[src/rtl/cram_arb4.sv]
// cram_arb4: four-port round-robin command arbiter in front of the CellularRAM controller.
// Build option CRAM_ARB_FIXED_PRIO_EN gives port 0 fixed priority; ports 1..3 stay round-robin.
module cram_arb4 #(
  parameter logic [29:0] ADDR_MASK = 30'h00FF_FFFF,
  parameter logic [3:0]  PORT_EN   = 4'b1111
) (
  input  logic         mem_clk,
  input  logic         mem_rst_n,
  input  logic         init_done,
  input  logic [3:0]   port_cmd_req,
  input  logic [11:0]  port_cmd_instr,
  input  logic [23:0]  port_cmd_bl,
  input  logic [119:0] port_cmd_addr,
  output logic [3:0]   port_cmd_ack,
  input  logic [127:0] port_wr_data,
  input  logic [15:0]  port_wr_mask,
  output logic [3:0]   port_wr_ack,
  output logic [3:0]   port_rd_valid,
  output logic [31:0]  port_rd_data,
  output logic         mem_cmd_req,
  output logic [2:0]   mem_cmd_instr,
  output logic [5:0]   mem_cmd_bl,
  output logic [29:0]  mem_cmd_byte_addr,
  output logic [2:0]   mem_cmd_master,
  input  logic         mem_cmd_ack,
  output logic [31:0]  mem_wr_data,
  output logic [3:0]   mem_wr_mask,
  input  logic         mem_wr_ack,
  input  logic [2:0]   mem_wr_master,
  input  logic         mem_rd_req,
  input  logic [31:0]  mem_rd_data,
  input  logic [2:0]   mem_rd_master,
  output logic         arb_busy,
  output logic [1:0]   arb_grant
);

  localparam int unsigned NPORT = 4;
  localparam int unsigned AW    = 30;
  localparam int unsigned DW    = 32;
  localparam int unsigned BLW   = 6;
  localparam int unsigned IW    = 3;
  localparam int unsigned MW    = 4;
  localparam int unsigned CW    = 7;

  typedef enum logic [1:0] {
    IDLE = 2'd0,
    REQ  = 2'd1,
    XFER = 2'd2
  } state_t;

  state_t          state, state_d;
  logic [1:0]      rr_ptr, rr_ptr_d;
  logic [CW-1:0]   cnt, cnt_d;
  logic            is_write, is_write_d;
  logic [1:0]      arb_grant_d;
  logic            arb_busy_d;
  logic            mem_cmd_req_d;
  logic [IW-1:0]   mem_cmd_instr_d;
  logic [BLW-1:0]  mem_cmd_bl_d;
  logic [AW-1:0]   mem_cmd_byte_addr_d;
  logic [2:0]      mem_cmd_master_d;
  logic [3:0]      port_cmd_ack_d;

  logic [IW-1:0]   instr_a [NPORT];
  logic [BLW-1:0]  bl_a    [NPORT];
  logic [AW-1:0]   addr_a  [NPORT];
  logic [DW-1:0]   wdata_a [NPORT];
  logic [MW-1:0]   wmask_a [NPORT];

  logic [3:0]      req_en;
  logic            sel_vld;
  logic [1:0]      sel_port;
  logic [1:0]      idx;
  logic [1:0]      next_ptr;
  logic            beat;

  // The write master id is implied by the held grant, so it is not decoded.
  logic            unused_wr_master;
  assign unused_wr_master = ^mem_wr_master;

  // Unpack per-port command and write-data slices.
  always_comb begin
    for (int i = 0; i < NPORT; i++) begin
      instr_a[i] = port_cmd_instr[i*IW +: IW];
      bl_a[i]    = port_cmd_bl[i*BLW +: BLW];
      addr_a[i]  = port_cmd_addr[i*AW +: AW];
      wdata_a[i] = port_wr_data[i*DW +: DW];
      wmask_a[i] = port_wr_mask[i*MW +: MW];
    end
  end

  // Port selection: first enabled requester at or after rr_ptr.
  always_comb begin
    req_en   = port_cmd_req & PORT_EN;
    sel_vld  = 1'b0;
    sel_port = 2'd0;
    idx      = 2'd0;
`ifdef CRAM_ARB_FIXED_PRIO_EN
    if (req_en[0]) begin
      sel_vld  = 1'b1;
      sel_port = 2'd0;
    end else begin
      for (int k = 0; k < NPORT; k++) begin
        idx = rr_ptr + 2'(k);
        if (!sel_vld && (idx != 2'd0) && req_en[idx]) begin
          sel_vld  = 1'b1;
          sel_port = idx;
        end
      end
    end
    next_ptr = (arb_grant != 2'd0) ? arb_grant + 2'd1 : rr_ptr;
`else
    for (int k = 0; k < NPORT; k++) begin
      idx = rr_ptr + 2'(k);
      if (!sel_vld && req_en[idx]) begin
        sel_vld  = 1'b1;
        sel_port = idx;
      end
    end
    next_ptr = arb_grant + 2'd1;
`endif
  end

  // A beat counts only in XFER and only on the strobe matching the direction.
  always_comb begin
    if (is_write) begin
      beat = (state == XFER) && mem_wr_ack;
    end else begin
      beat = (state == XFER) && mem_rd_req && (mem_rd_master == {1'b0, arb_grant});
    end
  end

  // Next-state and registered-output logic.
  always_comb begin
    state_d             = state;
    rr_ptr_d            = rr_ptr;
    cnt_d               = cnt;
    is_write_d          = is_write;
    arb_grant_d         = arb_grant;
    mem_cmd_req_d       = mem_cmd_req;
    mem_cmd_instr_d     = mem_cmd_instr;
    mem_cmd_bl_d        = mem_cmd_bl;
    mem_cmd_byte_addr_d = mem_cmd_byte_addr;
    mem_cmd_master_d    = mem_cmd_master;
    port_cmd_ack_d      = 4'b0000;
    case (state)
      IDLE: begin
        if (init_done && sel_vld) begin
          state_d             = REQ;
          arb_grant_d         = sel_port;
          mem_cmd_req_d       = 1'b1;
          mem_cmd_instr_d     = instr_a[sel_port];
          mem_cmd_bl_d        = bl_a[sel_port];
          mem_cmd_byte_addr_d = addr_a[sel_port] & ADDR_MASK;
          mem_cmd_master_d    = {1'b0, sel_port};
          is_write_d          = ~instr_a[sel_port][0];
          cnt_d               = {1'b0, bl_a[sel_port]} + 7'd1;
        end
      end
      REQ: begin
        if (mem_cmd_ack) begin
          state_d        = XFER;
          mem_cmd_req_d  = 1'b0;
          port_cmd_ack_d = 4'b0001 << arb_grant;
        end
      end
      XFER: begin
        if (beat) begin
          if (cnt == 7'd1) begin
            state_d  = IDLE;
            cnt_d    = 7'd0;
            rr_ptr_d = next_ptr;
          end else begin
            cnt_d = cnt - 7'd1;
          end
        end
      end
      default: state_d = IDLE;
    endcase
    arb_busy_d = (state_d != IDLE);
  end

  always_ff @(posedge mem_clk or negedge mem_rst_n) begin
    if (!mem_rst_n) begin
      state             <= IDLE;
      rr_ptr            <= 2'd0;
      cnt               <= 7'd0;
      is_write          <= 1'b0;
      arb_grant         <= 2'd0;
      arb_busy          <= 1'b0;
      mem_cmd_req       <= 1'b0;
      mem_cmd_instr     <= 3'd0;
      mem_cmd_bl        <= 6'd0;
      mem_cmd_byte_addr <= 30'd0;
      mem_cmd_master    <= 3'd0;
      port_cmd_ack      <= 4'b0000;
    end else begin
      state             <= state_d;
      rr_ptr            <= rr_ptr_d;
      cnt               <= cnt_d;
      is_write          <= is_write_d;
      arb_grant         <= arb_grant_d;
      arb_busy          <= arb_busy_d;
      mem_cmd_req       <= mem_cmd_req_d;
      mem_cmd_instr     <= mem_cmd_instr_d;
      mem_cmd_bl        <= mem_cmd_bl_d;
      mem_cmd_byte_addr <= mem_cmd_byte_addr_d;
      mem_cmd_master    <= mem_cmd_master_d;
      port_cmd_ack      <= port_cmd_ack_d;
    end
  end

  // Data steering; write data parks at 0 / all-masked while no grant is held.
  always_comb begin
    mem_wr_data  = arb_busy ? wdata_a[arb_grant] : 32'd0;
    mem_wr_mask  = arb_busy ? wmask_a[arb_grant] : 4'hF;
    port_wr_ack  = (state == XFER && is_write && mem_wr_ack) ? (4'b0001 << arb_grant) : 4'b0000;
    port_rd_data = mem_rd_data;
    for (int i = 0; i < NPORT; i++) begin
      port_rd_valid[i] = mem_rd_req && (mem_rd_master == 3'(i)) && PORT_EN[i];
    end
  end

endmodule

[config.mk]
export PLATFORM = sky130hd
export DESIGN_NAME = cram_arb4
export DESIGN_NICKNAME = d
export VERILOG_FILES = /design/src/rtl/cram_arb4.sv
export SDC_FILE = /design/constraint.sdc
export NUM_CORES = 1
export LEC_CHECK = 0
export CAP_MARGIN = 5
export CORE_AREA = 3 3 184 186
export CTS_CLUSTER_DIAMETER = 120
export DETAILED_ROUTE_END_ITERATION = 8
export DIE_AREA = 0 0 187 189
export PLACE_DENSITY = 0.56
export SYNTH_ARGS = -nofsm -noshare
export SYNTH_HDL_FRONTEND = slang
export SYNTH_SLANG_ARGS = --single-unit
export TNS_END_PERCENT = 10
[constraint.sdc]
create_clock -name mem_clk -period 3 [get_ports mem_clk]
set_input_delay 0.3 -clock mem_clk [delete_from_list [all_inputs] [get_ports mem_clk]]
set_output_delay 0.3 -clock mem_clk [all_outputs]
set_load 0.01 [all_outputs]
* Word-level counts from Yosys, hierarchy flattened *
Index checks and enable logic that the tools add are counted.
Widths: inputs -> output; s select.

storage, ports and cells
  memories kept = 0
  RAM bits = 0
  bits of input ports = 348
  memory bits (read-only) = 0
  latch bits = 0
  register bits after elaboration = 53

cells by class
  reduce and logical (&&, ||, !) cells = 25
  magnitude comparators = 6
  bitwise logic cells = 3
  $add $sub $neg = 6
  equal/unequal tests = 10
  multipliers = 0
  multiplexer cells = 49
  div/mod/pow operators = 0
  shifts and indexed selects = 1

operators by type and width
  kind                 count
  $mux 32              3
  $bmux 32 s2          1
  $bmux 30 s2          1
  $mux 24              2
  $mux 4               6
  $mux 7               3
  $mux 2               8
  $pmux 7 s2           1
  $logic_and 1x1->1    13
  $bmux 6 s2           1
  $lt 2x3->1 const B   4
  $mux 6               2
  $mux 1               11
  $reduce_and 3->1     3
  $bmux 1 s2           4
  $bmux 4 s2           1
  $add 6x1->7 const B  1
  $eq 7x1->1 const B   1
  $sub 7x1->7 const B  1
  $bmux 3 s2           1
  $eq 3x2->1 const B   2
  $ge 3x3->1 const B   2
  $mux 3               2
  $ne 2x2->1 const B   3
  16 further kinds     23

* Depth between registers and ports, before layout *
Gate-level depths: netlist of run 1.

  word-level depth = 19
  mapped depth = 10
  gate-level depth less buffers = 8

* Worst setup path before layout of run 1 *
No wires, ideal clock.

  path kind = reg2reg
  start = register rr_ptr[1]
  end = register cnt[4]
  library setup time = 0.134 ns
  setup slack = 0.702 ns
  stages on the path, launching flop included = 11
  path buffers = 2
  arrival = 2.164 ns
  cells stage by stage = dfrtp_1 > buf_4 > mux2i_2 > a221o_1 > buf_4 > mux2i_1 > mux2i_1 > ha_1 > nand3_1 > xor2_1 > o211ai_2

between the ends
  longest elaborated chain between the ends = 19

RTL lines
  element                                               line  source
  start, declared                                       52    logic [1:0] rr_ptr, rr_ptr_d;
  start signal, assigned                                199   rr_ptr <= rr_ptr_d;
  branches (longest 19 deep; another with $add 2x1->2)  -
  end signal, assigned                                  200   cnt <= cnt_d;
  end, declared                                         53    logic [CW-1:0] cnt, cnt_d;

Several ways; the timed one is not identified. The select of a mux whose other input is x is not followed.
A chain may end at the register's enable or synchronous reset.

* Final worst setup path of run 1 *
  start = register arb_grant[0]
  end = output mem_wr_data[23]

between the ends
  longest elaborated chain between the ends = 5

RTL lines
  element                                     line  source
  start, declared                             34    output logic [1:0] arb_grant
  start signal, assigned                      202   arb_grant <= arb_grant_d;
  $not 2->3 (not written as such)             215   mem_wr_data = arb_busy ? wdata_a[arb_grant] : 32'd0;
  $bmux 32 s2                                 215
  $mux 32 (not written as such) (2 in a row)  215
  $mux 32                                     215
  end, declared                               26    output logic [31:0] mem_wr_data,

Every way passes these cells. The select of a mux whose other input is x is not followed.

==> out/metrics.cfg, run 1 <==
[logic_synthesis]
synth-edff-count=0
ys_ff_latch=53
yosys.cell_types.count=48
synth-async-reset-ratio_pct=100
avgSynthCellArea_um2=8.13
yosys_warnings=0
postSynthCellCount=604
seq_area_frac_synth_pct=27.0
synth_ff_type=dfrtp_1
syn-cell-area_um2=4910

[pwr]
p_sw_mw=2.54
power_density_nw_per_um2=682
power_frac_seq_pct=20.7
switching_share_pct=40.5
p_leak_nw=3.71
p_comb_share_pct=67.9
p_int_mw=3.73
vdd_drop_max_v=0.000235
power.share.clock_pct=11.4

[cts]
numCtsBuffers=5
cts_root_buffer=clkbuf_16
cts_sinks=53
hold_buffers=1
cts_htree_levels=2
clkLatencyLatePin_ns=0.31
clk_pin_slew_ns=0.07
postCtsSetupBuffers=0
tritoncts=built
post_cts_resized=0
clockBufferDepth=2

[setup_path]
cp.required_ns=2.70
r2r_start=rr_ptr[1]
worstPathArrival_ns=2.46
cp_cell_sequence=buf_4 > mux4_2 > and2_1 > clkdlybuf4s50_1
crit_start=arb_grant[0]
worstPathMaxFanout=18
cp_slowest_cell=dfrtp_2
crit_type=reg2out
critPathTopFamily=buffers and inverters
slowest_delay_ns=0.73
critPathLaunchType=flip-flop
cp-end-kind=primary output
path_buf_inv=2

[global_routing]
grt_max_degree=47
grt-busiest-layer=met2
use_met1_pct=13.0
track_usage_pct=13.8
grt_pass1_wl_mm=36.4
met3_usage_pct=5.22
grt_pass1_vias=5810
antenna_found_initial=10
grtUsageMet2_pct=26.3
overflow=0

[route]
drc=0
viasPerCell=4.10
wirelength_mm=25.5
drt_iter0_markers=165
antenna_left=0
vias=5672
avgRoutedWirePerCell_um=18.4
drt_first_pass_iters=4

[timing]
worstMarginPinSlew_ns=0.577
period_share_pct=92.1
hold_viol=0
max_freq_mhz=362
maxSlewHeadroom_pct=61.5
finClkSkew_ns=0.0107
fin_crit_ns=2.76
fin_setup_tns_ns=0
setup_violations=0
drv_slew=0
rsz0062_at_grt=no

[finish]
drive_gt1_share_pct=9.39
area_growth_pct=87.0
multiInputGateArea_um2=3120
design_area_um2=9190
layout_common_cells=clkdlybuf4s50_1 (374), nand2_1 (186), nand3_1 (88)
fillCellCount=3502
final_common_cell=clkdlybuf4s50_1
regArea_um2=1330
layout.nets=1291

[floorplan]
fp.dieW_um=187
die_area_um2=35300
die_y_um=189
core_area_um2=32500
start_util_pct=15.1
io_pins=474
rows=66

[hold_path]
hold_start=mem_cmd_bl[5]
hold_path_class=reg2reg

[place]
dp_hpwl_mm=21.4
port_buffers=375
placed_cell_area_um2=8990
routabilityCongestion=0.836

[status]
status=complete, no violations

[flow_run]
maxCapViolations=0

## per-stage QoR
stage                     power [mW]  hold slack (ns)  utilization [%]  std cells  worst slack (ns)
after global placement          5.61            0.320             27.7       1370             0.188
final                           6.27            0.476             28.3       1385             0.236
after global routing            6.77            0.514             28.3       1383            0.0667
after CTS                       6.42            0.483             28.3       1379             0.155
after detailed placement        5.65            0.327             27.7       1370             0.137
after floorplan                 3.50          0.00441                -        610             0.702
## registers in the layout, summed over array words and instances, names as in the netlist
name	count
mem_cmd_byte_addr	24
rr_ptr	2
is_write	1
arb_busy	1
cnt	7
port_cmd_ack	4
mem_cmd_bl	6
state	2
mem_cmd_req	1
arb_grant	2
mem_cmd_instr	3
## synthesized netlist by cell type (2+ instances only)
cell      number  area [µm²]
o21a_1         3        22.5
nor3_1         3        15.0
mux4_2        36         811
o21ai_0       10        50.1
ha_1           7        87.6
inv_1          8        30.0
buf_1          7        26.3
nor2_1        14        52.6
nand2b_1       6        37.5
nor3b_1        2        15.0
nand3_1       89         445
a21oi_1        8        40.0
and3_1         3        18.8
clkbuf_1      28         105
a221o_1        2        20.0
dfrtp_1       53        1330
o221ai_1       2        17.5
o22ai_1        2        12.5
mux2i_2        3        41.3
buf_2          2        10.0
buf_4         44         330
nand2_1      186         698
o211ai_2       2        25.0
and2_1        41         257
mux2i_1       15         150
xor2_1         5        43.8
nor2b_1        2        12.5
## worst min-delay path, stage by stage, from the launching register on
cell and delay (ns):
dfrtp_1 0.34, nand2_1 0.05, nand2_1 0.05
## power by group through the flow
stage | logic (mW) | registers, mW | clock network [mW]
2_1_floorplan | 2.16 | 1.34 | 0
3_3_place_gp | 4.30 | 1.30 | 0
3_5_place_dp | 4.34 | 1.31 | 0
4_1_cts | 4.35 | 1.30 | 0.764
5_1_grt | 4.63 | 1.35 | 0.781
6_report | 4.26 | 1.30 | 0.716
## layout make-up
cell class,instances,share of cell area (%)
clock buffers,7,1.55
well taps,442,6.02
multi-input cells,467,33.9
diodes,6,0.163
flip-flops and latches,53,14.5
repair buffers,401,43.2
inverters,8,0.327
clock inverters,1,0.327
## layer usage
metal / share of wire (%) / up-vias
met5: 0.13 / -
met4: 3.9 / 6
met3: 9.6 / 49
met2: 53 / 322
met1: 33 / 2595
li1: - / 2700
## cell families after synthesis
logic type	after synthesis	share of synthesized area (%)
AND/OR/NAND/NOR	352	32.6
buffers and inverters	90	10.4
multiplexers	56	21.1
flip-flops	53	27.0
AO/OA/AOI/OAI	40	6.11
adder cells (fa/ha/maj)	7	1.78
XOR/XNOR	5	0.891
other	1	0.0763
## worst paths after layout
| path | to | slack [ns] | cells past startpoint |
|---|---|---|---|
| min in group asynchronous | mem_cmd_byte_addr[8] | 0.52 | 2 |
| hold / removal | mem_cmd_bl[5] | 0.48 | 2 |
| setup reg to reg | cnt[2] | 0.45 | 9 |
| max in group asynchronous | arb_grant[1] | 1.55 | 3 |
| hold reg to reg | mem_cmd_bl[5] | 0.48 | 2 |
| setup / recovery | mem_wr_data[23] | 0.24 | 4 |
(Power assumes the default switching activity.)
==> inputs of run 2 (changes only) <==
--- a/config.mk
+++ b/config.mk
@@ -11,6 +11,7 @@
 export DETAILED_ROUTE_END_ITERATION = 8
 export DIE_AREA = 0 0 187 189
 export PLACE_DENSITY = 0.56
+export SLEW_MARGIN = 0
 export SYNTH_ARGS = -nofsm -noshare
 export SYNTH_HDL_FRONTEND = slang
 export SYNTH_SLANG_ARGS = --single-unit
==> results of run 2 <==
Final layout, timing and power as in run 1 (identical DEF).
